--- config.mk ---
export PLATFORM = sky130hd
export DESIGN_NAME = account_ram_arbiter_flat
export DESIGN_NICKNAME = d
export VERILOG_FILES = /design/src/rtl/account_ram_arbiter_if.sv /design/src/rtl/account_ram_arbiter.sv /design/src/flat_wrapper.sv
export SDC_FILE = /design/constraint.sdc
export NUM_CORES = 1
export LEC_CHECK = 0
export ABC_CLOCK_PERIOD_IN_PS = 2750
export CAP_MARGIN = 20
export CORE_ASPECT_RATIO = 1.75
export CORE_MARGIN = 1.5
export CORE_UTILIZATION = 26
export CTS_CLUSTER_DIAMETER = 60
export DETAILED_ROUTE_END_ITERATION = 8
export GPL_TIMING_DRIVEN = 0
export PLACE_DENSITY_LB_ADDON = 0.15
export SLEW_MARGIN = 10
export SYNTH_ARGS = -nofsm -noshare
export SYNTH_HDL_FRONTEND = slang
export SYNTH_SLANG_ARGS = --single-unit
--- constraint.sdc ---
create_clock -name clk -period 2.75 [get_ports clk]
set_input_delay 0.55 -clock clk [delete_from_list [all_inputs] [get_ports clk]]
set_output_delay 0.55 -clock clk [all_outputs]
set_load 0.03 [all_outputs]
--- src/rtl/account_ram_arbiter_if.sv ---
// Bus bundle between the two account-RAM requesters, the arbiter and the RAM.
// slave  : arbiter view (request/RAM read data in; grants, read returns, RAM
//          command, owner and lock_err out).
// master : environment view (the opposite directions).
interface account_ram_arbiter_if #(
  parameter int unsigned RAM_DATA_WIDTH = 16,
  parameter int unsigned ADDR_WIDTH     = 4
);
  // ATM state-machine requester
  logic                      fsm_req;
  logic                      fsm_we;
  logic                      fsm_lock;
  logic [ADDR_WIDTH-1:0]     fsm_addr;
  logic [RAM_DATA_WIDTH-1:0] fsm_wdata;
  logic                      fsm_gnt;
  logic                      fsm_rvalid;
  logic [RAM_DATA_WIDTH-1:0] fsm_rdata;
  // card-handler requester
  logic                      card_req;
  logic                      card_we;
  logic                      card_lock;
  logic [ADDR_WIDTH-1:0]     card_addr;
  logic [RAM_DATA_WIDTH-1:0] card_wdata;
  logic                      card_gnt;
  logic                      card_rvalid;
  logic [RAM_DATA_WIDTH-1:0] card_rdata;
  // single-port account RAM, 1-cycle read latency
  logic                      ram_en;
  logic                      ram_we;
  logic [ADDR_WIDTH-1:0]     ram_addr;
  logic [RAM_DATA_WIDTH-1:0] ram_wdata;
  logic [RAM_DATA_WIDTH-1:0] ram_rdata;
  // lock status
  logic [1:0]                owner;
  logic                      lock_err;

  modport slave (
    input  fsm_req, fsm_we, fsm_lock, fsm_addr, fsm_wdata,
    input  card_req, card_we, card_lock, card_addr, card_wdata,
    input  ram_rdata,
    output fsm_gnt, fsm_rvalid, fsm_rdata,
    output card_gnt, card_rvalid, card_rdata,
    output ram_en, ram_we, ram_addr, ram_wdata,
    output owner, lock_err
  );

  modport master (
    output fsm_req, fsm_we, fsm_lock, fsm_addr, fsm_wdata,
    output card_req, card_we, card_lock, card_addr, card_wdata,
    output ram_rdata,
    input  fsm_gnt, fsm_rvalid, fsm_rdata,
    input  card_gnt, card_rvalid, card_rdata,
    input  ram_en, ram_we, ram_addr, ram_wdata,
    input  owner, lock_err
  );
endinterface

--- src/rtl/account_ram_arbiter.sv ---
// Two-requester arbiter (ATM FSM, card handler) in front of a single-port
// account RAM. Round-robin on ties, optional lock that reserves the RAM for one
// requester, and an idle timeout that forcibly releases an abandoned lock.
// Ports: clk, rst_n (async active-low), bus (account_ram_arbiter_if.slave):
//   requests in, same-cycle grants and RAM command out, next-cycle read
//   returns, owner (0 none / 1 fsm / 2 card) and lock_err timeout pulse.
module account_ram_arbiter #(
  parameter int unsigned RAM_DATA_WIDTH = 16,
  parameter int unsigned ADDR_WIDTH     = 4,
  parameter int unsigned LOCK_TIMEOUT   = 16
) (
  input logic                  clk,
  input logic                  rst_n,
  account_ram_arbiter_if.slave bus
);
  localparam int unsigned CNT_W = $clog2(LOCK_TIMEOUT + 1);

  typedef enum logic [1:0] {
    OWN_NONE = 2'd0,
    OWN_FSM  = 2'd1,
    OWN_CARD = 2'd2
  } owner_e;

  owner_e                    owner_q;
  logic                      last_card_q;  // 1: card was granted most recently
  logic [CNT_W-1:0]          cnt_q;
  logic                      fsm_rvalid_q;
  logic                      card_rvalid_q;
  logic                      lock_err_q;

  logic                      owner_req_c;
  logic                      timeout_c;
  logic                      fsm_gnt_c;
  logic                      card_gnt_c;
  logic                      ram_en_c;
  logic                      ram_we_c;
  logic [ADDR_WIDTH-1:0]     ram_addr_c;
  logic [RAM_DATA_WIDTH-1:0] ram_wdata_c;

  // Owner's request and timeout decision. The count saturates at
  // LOCK_TIMEOUT; the release is taken in the following cycle only if the owner
  // is still silent, so an owner request arriving then keeps the lock.
  always_comb begin
    owner_req_c = 1'b0;
    case (owner_q)
      OWN_FSM:  owner_req_c = bus.fsm_req;
      OWN_CARD: owner_req_c = bus.card_req;
      default:  owner_req_c = 1'b0;
    endcase
    timeout_c = (owner_q != OWN_NONE) && !owner_req_c &&
                (cnt_q == CNT_W'(LOCK_TIMEOUT));
  end

  // Grant selection: owner only while locked, otherwise round-robin on ties.
  always_comb begin
    fsm_gnt_c  = 1'b0;
    card_gnt_c = 1'b0;
    if (rst_n) begin
      case (owner_q)
        OWN_FSM:  fsm_gnt_c  = bus.fsm_req;
        OWN_CARD: card_gnt_c = bus.card_req;
        default: begin
          if (bus.fsm_req && bus.card_req) begin
            fsm_gnt_c  = last_card_q;
            card_gnt_c = !last_card_q;
          end else begin
            fsm_gnt_c  = bus.fsm_req;
            card_gnt_c = bus.card_req;
          end
        end
      endcase
    end
  end

  // RAM command mux; idle bus is all zeros.
  always_comb begin
    ram_en_c    = 1'b0;
    ram_we_c    = 1'b0;
    ram_addr_c  = '0;
    ram_wdata_c = '0;
    if (fsm_gnt_c) begin
      ram_en_c    = 1'b1;
      ram_we_c    = bus.fsm_we;
      ram_addr_c  = bus.fsm_addr;
      ram_wdata_c = bus.fsm_wdata;
    end else if (card_gnt_c) begin
      ram_en_c    = 1'b1;
      ram_we_c    = bus.card_we;
      ram_addr_c  = bus.card_addr;
      ram_wdata_c = bus.card_wdata;
    end
  end

  // Lock ownership, round-robin history, idle counter and read-return tracking.
  always_ff @(posedge clk or negedge rst_n) begin
    if (!rst_n) begin
      owner_q       <= OWN_NONE;
      last_card_q   <= 1'b1;
      cnt_q         <= '0;
      fsm_rvalid_q  <= 1'b0;
      card_rvalid_q <= 1'b0;
      lock_err_q    <= 1'b0;
    end else begin
      fsm_rvalid_q  <= fsm_gnt_c && !bus.fsm_we;
      card_rvalid_q <= card_gnt_c && !bus.card_we;
      lock_err_q    <= timeout_c;

      // A grant (re)sets ownership from its lock bit; only the owner can be
      // granted while locked, so this also covers the unlock case.
      if (fsm_gnt_c) begin
        last_card_q <= 1'b0;
        owner_q     <= bus.fsm_lock ? OWN_FSM : OWN_NONE;
      end else if (card_gnt_c) begin
        last_card_q <= 1'b1;
        owner_q     <= bus.card_lock ? OWN_CARD : OWN_NONE;
      end else if (timeout_c) begin
        owner_q <= OWN_NONE;
      end

      if ((owner_q == OWN_NONE) || owner_req_c || timeout_c) begin
        cnt_q <= '0;
      end else if (cnt_q != CNT_W'(LOCK_TIMEOUT)) begin
        cnt_q <= cnt_q + CNT_W'(1);
      end
    end
  end

  assign bus.fsm_gnt     = fsm_gnt_c;
  assign bus.card_gnt    = card_gnt_c;
  assign bus.ram_en      = ram_en_c;
  assign bus.ram_we      = ram_we_c;
  assign bus.ram_addr    = ram_addr_c;
  assign bus.ram_wdata   = ram_wdata_c;
  assign bus.fsm_rvalid  = fsm_rvalid_q;
  assign bus.card_rvalid = card_rvalid_q;
  // Read data is the RAM output in the return cycle, zero otherwise.
  assign bus.fsm_rdata   = fsm_rvalid_q  ? bus.ram_rdata : '0;
  assign bus.card_rdata  = card_rvalid_q ? bus.ram_rdata : '0;
  assign bus.owner       = owner_q;
  assign bus.lock_err    = lock_err_q;
endmodule

--- src/flat_wrapper.sv ---
// flat-port wrapper written by rule: the top's interface ports become plain ports
module account_ram_arbiter_flat 
#(
  parameter int unsigned RAM_DATA_WIDTH = 16,
  parameter int unsigned ADDR_WIDTH     = 4,
  parameter int unsigned LOCK_TIMEOUT   = 16
)
  (clk, rst_n, bus_fsm_req, bus_fsm_we, bus_fsm_lock, bus_fsm_addr, bus_fsm_wdata, bus_card_req, bus_card_we, bus_card_lock, bus_card_addr, bus_card_wdata, bus_ram_rdata, bus_fsm_gnt, bus_fsm_rvalid, bus_fsm_rdata, bus_card_gnt, bus_card_rvalid, bus_card_rdata, bus_ram_en, bus_ram_we, bus_ram_addr, bus_ram_wdata, bus_owner, bus_lock_err);
  account_ram_arbiter_if #(.RAM_DATA_WIDTH(RAM_DATA_WIDTH), .ADDR_WIDTH(ADDR_WIDTH)) bus_i ();
  input logic clk;
  input logic rst_n;
  input wire logic [$bits(bus_i.fsm_req)-1:0] bus_fsm_req;
  input wire logic [$bits(bus_i.fsm_we)-1:0] bus_fsm_we;
  input wire logic [$bits(bus_i.fsm_lock)-1:0] bus_fsm_lock;
  input wire logic [$bits(bus_i.fsm_addr)-1:0] bus_fsm_addr;
  input wire logic [$bits(bus_i.fsm_wdata)-1:0] bus_fsm_wdata;
  input wire logic [$bits(bus_i.card_req)-1:0] bus_card_req;
  input wire logic [$bits(bus_i.card_we)-1:0] bus_card_we;
  input wire logic [$bits(bus_i.card_lock)-1:0] bus_card_lock;
  input wire logic [$bits(bus_i.card_addr)-1:0] bus_card_addr;
  input wire logic [$bits(bus_i.card_wdata)-1:0] bus_card_wdata;
  input wire logic [$bits(bus_i.ram_rdata)-1:0] bus_ram_rdata;
  output wire logic [$bits(bus_i.fsm_gnt)-1:0] bus_fsm_gnt;
  output wire logic [$bits(bus_i.fsm_rvalid)-1:0] bus_fsm_rvalid;
  output wire logic [$bits(bus_i.fsm_rdata)-1:0] bus_fsm_rdata;
  output wire logic [$bits(bus_i.card_gnt)-1:0] bus_card_gnt;
  output wire logic [$bits(bus_i.card_rvalid)-1:0] bus_card_rvalid;
  output wire logic [$bits(bus_i.card_rdata)-1:0] bus_card_rdata;
  output wire logic [$bits(bus_i.ram_en)-1:0] bus_ram_en;
  output wire logic [$bits(bus_i.ram_we)-1:0] bus_ram_we;
  output wire logic [$bits(bus_i.ram_addr)-1:0] bus_ram_addr;
  output wire logic [$bits(bus_i.ram_wdata)-1:0] bus_ram_wdata;
  output wire logic [$bits(bus_i.owner)-1:0] bus_owner;
  output wire logic [$bits(bus_i.lock_err)-1:0] bus_lock_err;
  assign bus_i.fsm_req = bus_fsm_req;
  assign bus_i.fsm_we = bus_fsm_we;
  assign bus_i.fsm_lock = bus_fsm_lock;
  assign bus_i.fsm_addr = bus_fsm_addr;
  assign bus_i.fsm_wdata = bus_fsm_wdata;
  assign bus_i.card_req = bus_card_req;
  assign bus_i.card_we = bus_card_we;
  assign bus_i.card_lock = bus_card_lock;
  assign bus_i.card_addr = bus_card_addr;
  assign bus_i.card_wdata = bus_card_wdata;
  assign bus_i.ram_rdata = bus_ram_rdata;
  assign bus_fsm_gnt = bus_i.fsm_gnt;
  assign bus_fsm_rvalid = bus_i.fsm_rvalid;
  assign bus_fsm_rdata = bus_i.fsm_rdata;
  assign bus_card_gnt = bus_i.card_gnt;
  assign bus_card_rvalid = bus_i.card_rvalid;
  assign bus_card_rdata = bus_i.card_rdata;
  assign bus_ram_en = bus_i.ram_en;
  assign bus_ram_we = bus_i.ram_we;
  assign bus_ram_addr = bus_i.ram_addr;
  assign bus_ram_wdata = bus_i.ram_wdata;
  assign bus_owner = bus_i.owner;
  assign bus_lock_err = bus_i.lock_err;
  account_ram_arbiter #(.RAM_DATA_WIDTH(RAM_DATA_WIDTH), .ADDR_WIDTH(ADDR_WIDTH), .LOCK_TIMEOUT(LOCK_TIMEOUT)) u_core (.clk(clk), .rst_n(rst_n), .bus(bus_i));
endmodule
==> flow_metrics.env <==
export IMPL_rsz0062_at_grt="no"
export IMPL_drt_pass1_iterations=4
export IMPL_flow_area_growth_from_synthesis_pct=130
export IMPL_insertion_delay_ps=240
export IMPL_synth_enable_flop_cells=0
export IMPL_count_of_cells_along_the_worst_register_to_register_path=7
export IMPL_worst_setup_path_type="flop to output pin"
export IMPL_first_global_vias=1385
export IMPL_cellLeakagePower_nw=1.01
export IMPL_fp_dieArea_um2=4200
export IMPL_routed_via_count=1353
export IMPL_synthesis_area_per_instance_um2=8.76
export IMPL_tightest_slew_ps=438
export IMPL_syn_nets=182
export IMPL_synth_top_flop_cell="dfrtp_1"
export IMPL_route_detailed_drc=0
export IMPL_grt_use_total=0.179
export IMPL_floorplan_die_width_um=49.6
export IMPL_cts_root_buf="clkbuf_8"
export IMPL_avgViaCountPerCell=4.70
export IMPL_ys_seq_area_frac=0.279
export IMPL_cts_tree="yes"
export IMPL_cts_clk_slew_worst_paths_ps=50
export IMPL_max_slew_margin=0.707
export IMPL_count_of_nets_left_with_antenna_violations_after_detail_routing=0
export IMPL_cts_sinks=11
export IMPL_timing_critical_path_arrival_ps=2090
export IMPL_gr_total_overflow=0
export IMPL_initial_util=0.273
export IMPL_critPathMaxFanout=10
export IMPL_ys_seq_elements=11
export IMPL_final_cell_area_um2=2270
export IMPL_dp_slack_ps=-968
export IMPL_yosys_warnings=0
export IMPL_clock_fmax_mhz=378
export IMPL_vdd_ir_drop_worst_mv=0.413
export IMPL_outcome="finished clean"
export IMPL_grt_start_max_net_pins=14
export IMPL_layout_cells_most_common="clkdlybuf4s50_1"
export IMPL_row_count=29
export IMPL_placement_io_buffers=124
export IMPL_slew_viol_final=0
export IMPL_ioPinCount=125
export IMPL_worst_hold_path_type="input port to asynchronous set/reset pin"
export IMPL_commonest_cells_after_routing_fill_and_taps_aside="97 x clkdlybuf4s50_1, 32 x and2_1, 22 x a22o_1"
export IMPL_insertedDiodeCount=0
export IMPL_cp_end_kind="output pin"
export IMPL_final_setup_skew_ps=3.53
export IMPL_die_height_um=84.6
export IMPL_min_period_ps=2640
export IMPL_drtIter0Drc=5
export IMPL_finish_net_count=312
export IMPL_syn_std_cell_area_um2=990
export IMPL_placeable_core_region_um2=3630
export IMPL_postSynthCellCount=113
export IMPL_timing_final_setup_violations=0
export IMPL_placement_cell_area_um2=2290
export IMPL_clock_tree_htree_level_count=1
export IMPL_fraction_of_final_layout_cells_with_drive_strength_greater_than_1=0.169
export IMPL_totalWireLength_mm=3.62
export IMPL_first_pass_grt_wire_length_mm=6.02
export IMPL_clockBufferDepth=2
export IMPL_synth_unique_cells=29
export IMPL_wl_per_cell_um=12.6
export IMPL_dp_final_hpwl_mm=3.15
export IMPL_worstPathRequired_ps=2200
export IMPL_timing_final_crit_share=0.961
export IMPL_gp_routability_congestion=0.746
export IMPL_post_route_worst_setup_slack_ps=106
export IMPL_ys_async_sr_fraction=1.00
export IMPL_final_hold_worst_slack_ps=305
export IMPL_max_cap_viol_count=0
export IMPL_setup_worst_path_start_class="flop"
export IMPL_ctsHoldBuffers=0
export IMPL_final_hold_violation_count=0
export IMPL_power_w=0.00159
export IMPL_tritoncts_buffers=3
export IMPL_pwr_density_cell_nw_per_um2=698
export IMPL_antenna_violations_before_repair=0
-- layout make-up --
class | instances | area (um2)
clock buffers | 4 | 45.0
fillers | 322 | 1350
plain buffers | 6 | 37.5
repair buffers | 125 | 1150
flip-flops and latches | 11 | 277
multi-input cells | 91 | 689
well taps | 46 | 57.6
inverters | 5 | 18.8
-- synthesized netlist by cell type (2+ instances only) --
cell type  instances  share of area
nand2b_1           2          0.013
and2_1            32           0.20
clkbuf_1           2         0.0076
xor2_1             2          0.018
a22o_1            22           0.19
a21oi_1            2          0.010
buf_2              2          0.010
dfrtp_1           10           0.25
nand3_1            2          0.010
ha_1               5          0.063
nand2_1            4          0.015
nor2_1             7          0.027
inv_1              4          0.015
buf_4              2          0.015
-- repair_timing --
item,in CTS,in global routing
endpoints found under the setup margin,24,23
resized for setup,111,15
gates cloned,0,0
setup buffers,1,0
pin swaps,1,1
endpoints found under the hold margin,0,0
-- stage by stage --
step / setup TNS, ps / util / std cells
4_1_cts: -103 / 0.623 / 288
2_1_floorplan: 0 / - / 113
5_1_grt: 0 / 0.627 / 288
6_report: 0 / 0.627 / 288
3_5_place_dp: -21140 / 0.631 / 283
3_3_place_gp: -21170 / 0.631 / 283
-- registers in the layout (all words and copies together) (netlist names) --
register / flops
u_core.last_card_q: 1
u_core.cnt_q: 5
u_core.bus.card_rvalid: 1
u_core.bus.owner: 2
u_core.bus.fsm_rvalid: 1
u_core.bus.lock_err: 1
-- path summary, 6_finish.rpt --
| path | startpoint | to | slack, ps |
|---|---|---|---|
| worst max-delay path | u_core.bus.owner[0] | bus_fsm_gnt | 110 |
| min in group clk | u_core.cnt_q[0] | u_core.cnt_q[0] | 520 |
| worst max register to register | u_core.bus.owner[0] | u_core.bus.owner[1] | 970 |
| max in group asynchronous | rst_n | u_core.last_card_q | 2140 |
| worst min register to register | u_core.cnt_q[0] | u_core.cnt_q[0] | 520 |
| worst min-delay path | rst_n | u_core.cnt_q[0] | 310 |
-- power by group --
part / internal, W / switching, W / leakage, nW
Clock: 0.000102 / 0.0000591 / 0.0228
Sequential: 0.000207 / 0.0000441 / 0.146
Combinational: 0.000485 / 0.000691 / 0.843
Total: 0.000794 / 0.000794 / 1.01
-- per-layer routing --
metal | part of all wire | GRT usage | vias up
met5 | 0 | 0 | -
met1 | 0.31 | 0.164 | 600
met3 | 0.088 | 0.0338 | 5
met2 | 0.58 | 0.368 | 94
met4 | 0.018 | 0.0606 | 0
li1 | - | - | 654
-- worst max-delay path: stages, from the launching register on --
cell             delay [ps]
dfrtp_1                 400
inv_2                    90
ha_2                    320
nor2b_2                 190
nor3_4                  240
buf_4                   230
clkdlybuf4s15_1         380
-- cell families (layout without fill, tap and decap cells) --
| kind of cell | after synthesis | in the layout | synth area share |
|---|---|---|---|
| xor gates and xnor gates | 3 | 3 | 0.0266 |
| and+or+nand+nor | 57 | 57 | 0.359 |
| AOI/OAI and AO/OA | 26 | 26 | 0.220 |
| DFF | 11 | 11 | 0.279 |
| buffers and inverters | 11 | 140 | 0.0518 |
| adders and majority gates | 5 | 5 | 0.0632 |
Note: power is estimated with default switching activity, not from simulation.
